$ cat config.mk
export PLATFORM = sky130hd
export DESIGN_NAME = rvj1_dec_q
export DESIGN_NICKNAME = d
export VERILOG_FILES = /design/src/rtl/rvj1_dec_q.sv
export SDC_FILE = /design/constraint.sdc
export NUM_CORES = 1
export LEC_CHECK = 0
export CAP_MARGIN = 20
export CORE_MARGIN = 8
export CORE_UTILIZATION = 48
export DETAILED_ROUTE_END_ITERATION = 7
export HOLD_SLACK_MARGIN = 0.08
export PLACE_DENSITY_LB_ADDON = 0.1
export REMOVE_ABC_BUFFERS = 1
export SLEW_MARGIN = 5
export SYNTH_ARGS = -nofsm -noshare
export SYNTH_HDL_FRONTEND = slang
export SYNTH_SLANG_ARGS = --single-unit
$ cat constraint.sdc
create_clock -name clk_i -period 3.6 [get_ports clk_i]
set_input_delay 0.36 -clock clk_i [delete_from_list [all_inputs] [get_ports clk_i]]
set_output_delay 0.36 -clock clk_i [all_outputs]
set_load 0.02 [all_outputs]
$ cat src/rtl/rvj1_dec_q.sv
// Queued RV32I decoder: decodes OP-IMM/OP/LUI/AUIPC/LOAD/STORE into ALU/LSU control
// entries and buffers them in a small FIFO with valid/ready handshakes on both sides.

package rvj1_dec_q_pkg;

  typedef enum logic [3:0] {
    ALU_OP_ADD, ALU_OP_SUB, ALU_OP_SLL, ALU_OP_SLT, ALU_OP_SLTU,
    ALU_OP_XOR, ALU_OP_SRL, ALU_OP_SRA, ALU_OP_OR, ALU_OP_AND
  } alu_op_e;

  typedef enum logic [3:0] {
    LSU_NO_CMD, LSU_LOAD_BYTE, LSU_LOAD_HALF, LSU_LOAD_WORD, LSU_LOAD_BYTE_U,
    LSU_LOAD_HALF_U, LSU_STORE_BYTE, LSU_STORE_HALF, LSU_STORE_WORD
  } lsu_ctrl_e;

endpackage

module rvj1_dec_q
  import rvj1_dec_q_pkg::*;
#(
  parameter int unsigned XLEN  = 32,
  parameter int unsigned RALEN = 5,
  parameter int unsigned DEPTH = 2
) (
  input  logic             clk_i,
  input  logic             rstn_i,
  input  logic [XLEN-1:0]  ifu_instr_i,
  input  logic             ifu_valid_i,
  output logic             ifu_ready_o,
  input  logic             flush_i,
  output logic             dec_valid_o,
  input  logic             dec_ready_i,
  output logic [RALEN-1:0] rf_addr_a_o,
  output logic [RALEN-1:0] rf_addr_b_o,
  output alu_op_e          alu_sel_o,
  output logic             rpa_or_pc_o,
  output logic             rpb_or_imm_o,
  output logic             alu_write_rf_o,
  output logic [RALEN-1:0] alu_regdest_o,
  output logic [XLEN-1:0]  immediate_o,
  output logic             lsu_ctrl_valid_o,
  output lsu_ctrl_e        lsu_ctrl_o,
  output logic [RALEN-1:0] lsu_regdest_o,
  output logic             illegal_o
);

  localparam int unsigned PtrW = $clog2(DEPTH);
  localparam int unsigned CntW = $clog2(DEPTH + 1);

  localparam logic [6:0] OpcOpImm = 7'b0010011;
  localparam logic [6:0] OpcOp    = 7'b0110011;
  localparam logic [6:0] OpcLui   = 7'b0110111;
  localparam logic [6:0] OpcAuipc = 7'b0010111;
  localparam logic [6:0] OpcLoad  = 7'b0000011;
  localparam logic [6:0] OpcStore = 7'b0100011;

  typedef struct packed {
    logic [RALEN-1:0] addr_a;
    logic [RALEN-1:0] addr_b;
    alu_op_e          alu_sel;
    logic             rpa_or_pc;
    logic             rpb_or_imm;
    logic             alu_write_rf;
    logic [RALEN-1:0] alu_regdest;
    logic [XLEN-1:0]  immediate;
    logic             lsu_valid;
    lsu_ctrl_e        lsu_ctrl;
    logic [RALEN-1:0] lsu_regdest;
    logic             illegal;
  } entry_t;

  logic [6:0]      opcode;
  logic [2:0]      funct3;
  logic [6:0]      funct7;
  logic [4:0]      rs1, rs2, rd;
  logic [XLEN-1:0] imm_i, imm_s, imm_u, imm_sh;

  assign opcode = ifu_instr_i[6:0];
  assign funct3 = ifu_instr_i[14:12];
  assign funct7 = ifu_instr_i[31:25];
  assign rs1    = ifu_instr_i[19:15];
  assign rs2    = ifu_instr_i[24:20];
  assign rd     = ifu_instr_i[11:7];
  assign imm_i  = {{(XLEN-12){ifu_instr_i[31]}}, ifu_instr_i[31:20]};
  assign imm_s  = {{(XLEN-12){ifu_instr_i[31]}}, ifu_instr_i[31:25], ifu_instr_i[11:7]};
  assign imm_u  = {ifu_instr_i[XLEN-1:12], 12'b0};
  assign imm_sh = {{(XLEN-5){1'b0}}, ifu_instr_i[24:20]};

  entry_t entry_d;
  logic   ill;

  // Decode the incoming instruction into a queue entry; illegal ones collapse to a bare flag.
  always_comb begin
    entry_d = '0;
    ill     = 1'b0;
    case (opcode)
      OpcOpImm: begin
        entry_d.addr_a       = rs1;
        entry_d.rpb_or_imm   = 1'b1;
        entry_d.alu_write_rf = 1'b1;
        entry_d.alu_regdest  = rd;
        entry_d.immediate    = imm_i;
        case (funct3)
          3'b000: entry_d.alu_sel = ALU_OP_ADD;
          3'b010: entry_d.alu_sel = ALU_OP_SLT;
          3'b011: entry_d.alu_sel = ALU_OP_SLTU;
          3'b100: entry_d.alu_sel = ALU_OP_XOR;
          3'b110: entry_d.alu_sel = ALU_OP_OR;
          3'b111: entry_d.alu_sel = ALU_OP_AND;
          3'b001: begin
            entry_d.alu_sel   = ALU_OP_SLL;
            entry_d.immediate = imm_sh;
            ill               = (funct7 != 7'b0000000);
          end
          3'b101: begin
            entry_d.immediate = imm_sh;
            if (funct7 == 7'b0000000)      entry_d.alu_sel = ALU_OP_SRL;
            else if (funct7 == 7'b0100000) entry_d.alu_sel = ALU_OP_SRA;
            else                           ill = 1'b1;
          end
        endcase
      end
      OpcOp: begin
        entry_d.addr_a       = rs1;
        entry_d.addr_b       = rs2;
        entry_d.alu_write_rf = 1'b1;
        entry_d.alu_regdest  = rd;
        if (funct7 == 7'b0000000) begin
          case (funct3)
            3'b000: entry_d.alu_sel = ALU_OP_ADD;
            3'b001: entry_d.alu_sel = ALU_OP_SLL;
            3'b010: entry_d.alu_sel = ALU_OP_SLT;
            3'b011: entry_d.alu_sel = ALU_OP_SLTU;
            3'b100: entry_d.alu_sel = ALU_OP_XOR;
            3'b101: entry_d.alu_sel = ALU_OP_SRL;
            3'b110: entry_d.alu_sel = ALU_OP_OR;
            3'b111: entry_d.alu_sel = ALU_OP_AND;
          endcase
        end else if (funct7 == 7'b0100000) begin
          case (funct3)
            3'b000:  entry_d.alu_sel = ALU_OP_SUB;
            3'b101:  entry_d.alu_sel = ALU_OP_SRA;
            default: ill = 1'b1;
          endcase
        end else begin
          ill = 1'b1;
        end
      end
      OpcLui, OpcAuipc: begin
        entry_d.rpa_or_pc    = (opcode == OpcAuipc);
        entry_d.rpb_or_imm   = 1'b1;
        entry_d.alu_write_rf = 1'b1;
        entry_d.alu_regdest  = rd;
        entry_d.immediate    = imm_u;
      end
      OpcLoad: begin
        entry_d.addr_a      = rs1;
        entry_d.rpb_or_imm  = 1'b1;
        entry_d.immediate   = imm_i;
        entry_d.lsu_valid   = 1'b1;
        entry_d.lsu_regdest = rd;
        case (funct3)
          3'b000:  entry_d.lsu_ctrl = LSU_LOAD_BYTE;
          3'b001:  entry_d.lsu_ctrl = LSU_LOAD_HALF;
          3'b010:  entry_d.lsu_ctrl = LSU_LOAD_WORD;
          3'b100:  entry_d.lsu_ctrl = LSU_LOAD_BYTE_U;
          3'b101:  entry_d.lsu_ctrl = LSU_LOAD_HALF_U;
          default: ill = 1'b1;
        endcase
      end
      OpcStore: begin
        entry_d.addr_a     = rs1;
        entry_d.addr_b     = rs2;
        entry_d.rpb_or_imm = 1'b1;
        entry_d.immediate  = imm_s;
        entry_d.lsu_valid  = 1'b1;
        case (funct3)
          3'b000:  entry_d.lsu_ctrl = LSU_STORE_BYTE;
          3'b001:  entry_d.lsu_ctrl = LSU_STORE_HALF;
          3'b010:  entry_d.lsu_ctrl = LSU_STORE_WORD;
          default: ill = 1'b1;
        endcase
      end
      default: ill = 1'b1;
    endcase
    if (ill) begin
      entry_d         = '0;
      entry_d.illegal = 1'b1;
    end
  end

  entry_t          mem_q [DEPTH];
  logic [PtrW-1:0] wr_ptr_q, wr_ptr_d, rd_ptr_q, rd_ptr_d;
  logic [CntW-1:0] count_q, count_d;
  logic            push, pop;

  // Ready/valid come straight from the occupancy register, never from dec_ready_i.
  assign ifu_ready_o = (count_q != CntW'(DEPTH));
  assign dec_valid_o = (count_q != '0);
  assign push        = ifu_valid_i & ifu_ready_o & ~flush_i;
  assign pop         = dec_valid_o & dec_ready_i & ~flush_i;

  // Next pointer/occupancy; flush wins over any push or pop.
  always_comb begin
    wr_ptr_d = wr_ptr_q;
    rd_ptr_d = rd_ptr_q;
    count_d  = count_q;
    if (flush_i) begin
      wr_ptr_d = '0;
      rd_ptr_d = '0;
      count_d  = '0;
    end else begin
      if (push) wr_ptr_d = wr_ptr_q + PtrW'(1);
      if (pop)  rd_ptr_d = rd_ptr_q + PtrW'(1);
      case ({push, pop})
        2'b10:   count_d = count_q + CntW'(1);
        2'b01:   count_d = count_q - CntW'(1);
        default: count_d = count_q;
      endcase
    end
  end

  // Queue control state with synchronous reset.
  always_ff @(posedge clk_i) begin
    if (!rstn_i) begin
      wr_ptr_q <= '0;
      rd_ptr_q <= '0;
      count_q  <= '0;
    end else begin
      wr_ptr_q <= wr_ptr_d;
      rd_ptr_q <= rd_ptr_d;
      count_q  <= count_d;
    end
  end

  // Entry storage; contents are only meaningful below count_q, so no reset needed.
  always_ff @(posedge clk_i) begin
    if (push) mem_q[wr_ptr_q] <= entry_d;
  end

  entry_t head;
  assign head = dec_valid_o ? mem_q[rd_ptr_q] : '0;

  assign rf_addr_a_o      = head.addr_a;
  assign rf_addr_b_o      = head.addr_b;
  assign alu_sel_o        = head.alu_sel;
  assign rpa_or_pc_o      = head.rpa_or_pc;
  assign rpb_or_imm_o     = head.rpb_or_imm;
  assign alu_write_rf_o   = head.alu_write_rf;
  assign alu_regdest_o    = head.alu_regdest;
  assign immediate_o      = head.immediate;
  assign lsu_ctrl_valid_o = head.lsu_valid;
  assign lsu_ctrl_o       = head.lsu_ctrl;
  assign lsu_regdest_o    = head.lsu_regdest;
  assign illegal_o        = head.illegal;

endmodule

==> run metrics <==
Post-synth EDFFs=130; Synth Area in Compound Gates=0.0524; initial antenna violation count=1; CTS tree=yes; period utilization=0.757; 1st-pass router iterations=7; Setup TNS Final=0 ps; Yosys warning total=0; largest family of logic cells by synthesized area=simple AND/OR/NAND/NOR gates; FMAX=367 MHz; Port Buffers=103; syn avg cell area=12.5 um^2; clock sinks=135; endpoints failing setup=0; clock slew at reported path FFs=about 50 ps; Slew Limit Headroom=0.481; vias post-DR=4145; Synth-to-Final Area Change=29.5%; register area share after synthesis=0.649; CORE AREA=about 13000 um^2; CP startpoint kind=flop; outcome=finished clean; Mapped Cells=495; layout cell share with drive strength beyond 1=0.0824; fraction of synthesized area in multiplexers=0.109; actual slew at the worst max-slew pin=776 ps; Synth Area in Simple Gates=0.143; GRT Util Overall=0.173; htree depth=4; Die H=129 um; clock network power share=0.452; Sw Pwr=0.744 mW; via count of the first global-routing pass=4342; Antenna Nets Post-Route=0; Synth Register Bits=~140; slowest CP cell=clkdlybuf4s50_1; die area=16700 um^2; crit path capture type=primary output; proportion of power drawn by flip-flops and latches=0.487; VDD IR max=316 uV; crit path DAT=around 2400 ps; pin count of the biggest net entering global routing=between 60 and 70; Post-CTS Resized=0; Util after Layout=0.635; CP Cell Sequence=buf_12 > mux2i_1 > nor2_1 > clkdlybuf4s50_1; root buf cell=clkbuf_16; mapped cell area=6170 um^2; internal power=around 2.8 mW; Final HPWL DP=roughly 9000 um; RSZ-0062 raised after global routing=no; row cnt=41; post-synthesis xor/xnor area fraction=0.00710; Crit Path Max Fanout=47; Buf/Inv on CP=2; Num CTS Buffers=17; Layout Cells excl Fill=779; first-pass GRT wire length=22000 um; Worst Hold Class=flop to flop; Async S/R FF share, synth=0; post-CTS setup repair buffer count=0; P_leak=2.45 nW; net switching fraction of the power=0.208; # Max-Cap Violations=0; Skew-Pair Late Insertion Delay=420 ps; hold_buf cts=0; routability cong.=0.842; clock buffer depth=2; combinational share of power=0.061; post-layout net count=638; Synth Area in Adders=0.0122; final WL=14000 um; grt ovf=0; slowest cell delay on critical path=650 ps; I/O pins=about 100; dpl cells=748; worst endpoint required time=3240 ps; min cycle time layout=2730 ps; DR WL/cell=18.0 um; Final Skew=about 5.7 ps; Setup CP Type=flop to primary output; # DRC=0; Hold Violations, Final=0; Max Transition Viols Final=0; initial core utilization=0.491; Cell variety after synth=42; cell family with most CP delay=buffers and inverters; ys flop type=edfxtp_1; Die Wd=129 um; diodes inserted=0; DR iter-0 viols=336; pwr/cell area=447 nW/um^2; Vias/cell=around 5.3
==> state kept, by name, summed over array words and instances (netlist names), named ones only <==
name / flops
count_q: 2
rd_ptr_q: 1
wr_ptr_q: 1
mem_q: 130
==> metal layers <==
layer	GRT usage	up-vias	wire, um
met4	0.0809	2	257
met2	0.283	144	6860
met5	0	-	13
met3	0.0489	24	1000
met1	0.207	1969	5880
li1	-	2006	-
==> cell families (layout without fill, tap and decap cells) <==
logic type	Yosys count	in the layout
muxes	67	67
DFF	135	135
AOI/OAI and AO/OA	56	56
xor gates and xnor gates	5	5
and+or+nand+nor	185	185
buffers and inverters	41	153
adders and majority gates	6	6
==> cell type report <==
| cell class | count | area [um^2] |
|---|---|---|
| tap | 172 | 215 |
| clock buffer | 20 | 437 |
| sequential | 135 | 4010 |
| multi-input combinational | 319 | 2020 |
| fill | 1004 | 4580 |
| clock inverter | 11 | 109 |
| inverter | 8 | 30.0 |
| timing repair buffer | 114 | 1160 |
==> power groups by stage <==
stage	Combinational, mW	Sequential, mW	Clock [mW]
2_1_floorplan	0.0992	1.77	0
3_3_place_gp	0.217	1.77	0
3_5_place_dp	0.219	1.77	0
4_1_cts	0.220	1.74	1.64
5_1_grt	0.236	1.74	1.70
6_report	0.219	1.74	1.61
==> cells in the final DEF (no fill, tap or decap), types with 6 or more instances in the layout <==
cell,count
nor2_1,83
nand3_1,6
inv_1,7
clkbuf_16,17
edfxtp_1,130
and3_1,22
o21ai_0,10
nand2_1,31
mux2i_1,66
nor2b_1,7
buf_4,7
a21oi_1,33
ha_1,6
clkdlybuf4s50_1,103
nor3_1,10
==> worst paths after layout <==
kind / end / slack, ps / cells after the start / from
setup reg to reg: count_q[1] / 1660 / 8 / count_q[1]
setup / recovery: immediate_o[31] / 870 / 4 / flop
hold / removal: rd_ptr_q / 530 / 2 / rd_ptr_q
hold reg to reg: rd_ptr_q / 530 / 2 / rd_ptr_q
==> tightest hold or removal path, delay by kind of cell, from the launching register on <==
kind / cells / cell delay, ps
xor+xnor: 1 / 80
flops: 1 / 330
simple gates: 1 / 80
==> cells in the mapped netlist (6+ instances only) <==
cell type,count,area share
a21oi_1,33,0.027
and3_1,22,0.022
buf_1,7,0.0043
clkbuf_1,23,0.014
edfxtp_1,130,0.63
ha_1,6,0.012
inv_1,7,0.0043
mux2i_1,66,0.11
nand2_1,31,0.019
nand3_1,6,0.0049
nor2_1,87,0.053
nor2b_1,7,0.0071
nor3_1,10,0.0081
o21ai_0,10,0.0081
==> per-stage QoR <==
stage | power [mW] | instance area (um^2) | hold slack (ps) | worst slack (ps)
6_report | 3.57 | 7990 | 526 | 874
5_1_grt | 3.67 | 7990 | 558 | 786
4_1_cts | 3.60 | 7990 | 527 | 874
3_5_place_dp | 1.99 | 7440 | 513 | 614
3_3_place_gp | 1.99 | 7440 | 495 | 732
2_1_floorplan | 1.87 | 6030 | 472 | -455
Note: power is estimated with default switching activity, not from simulation.
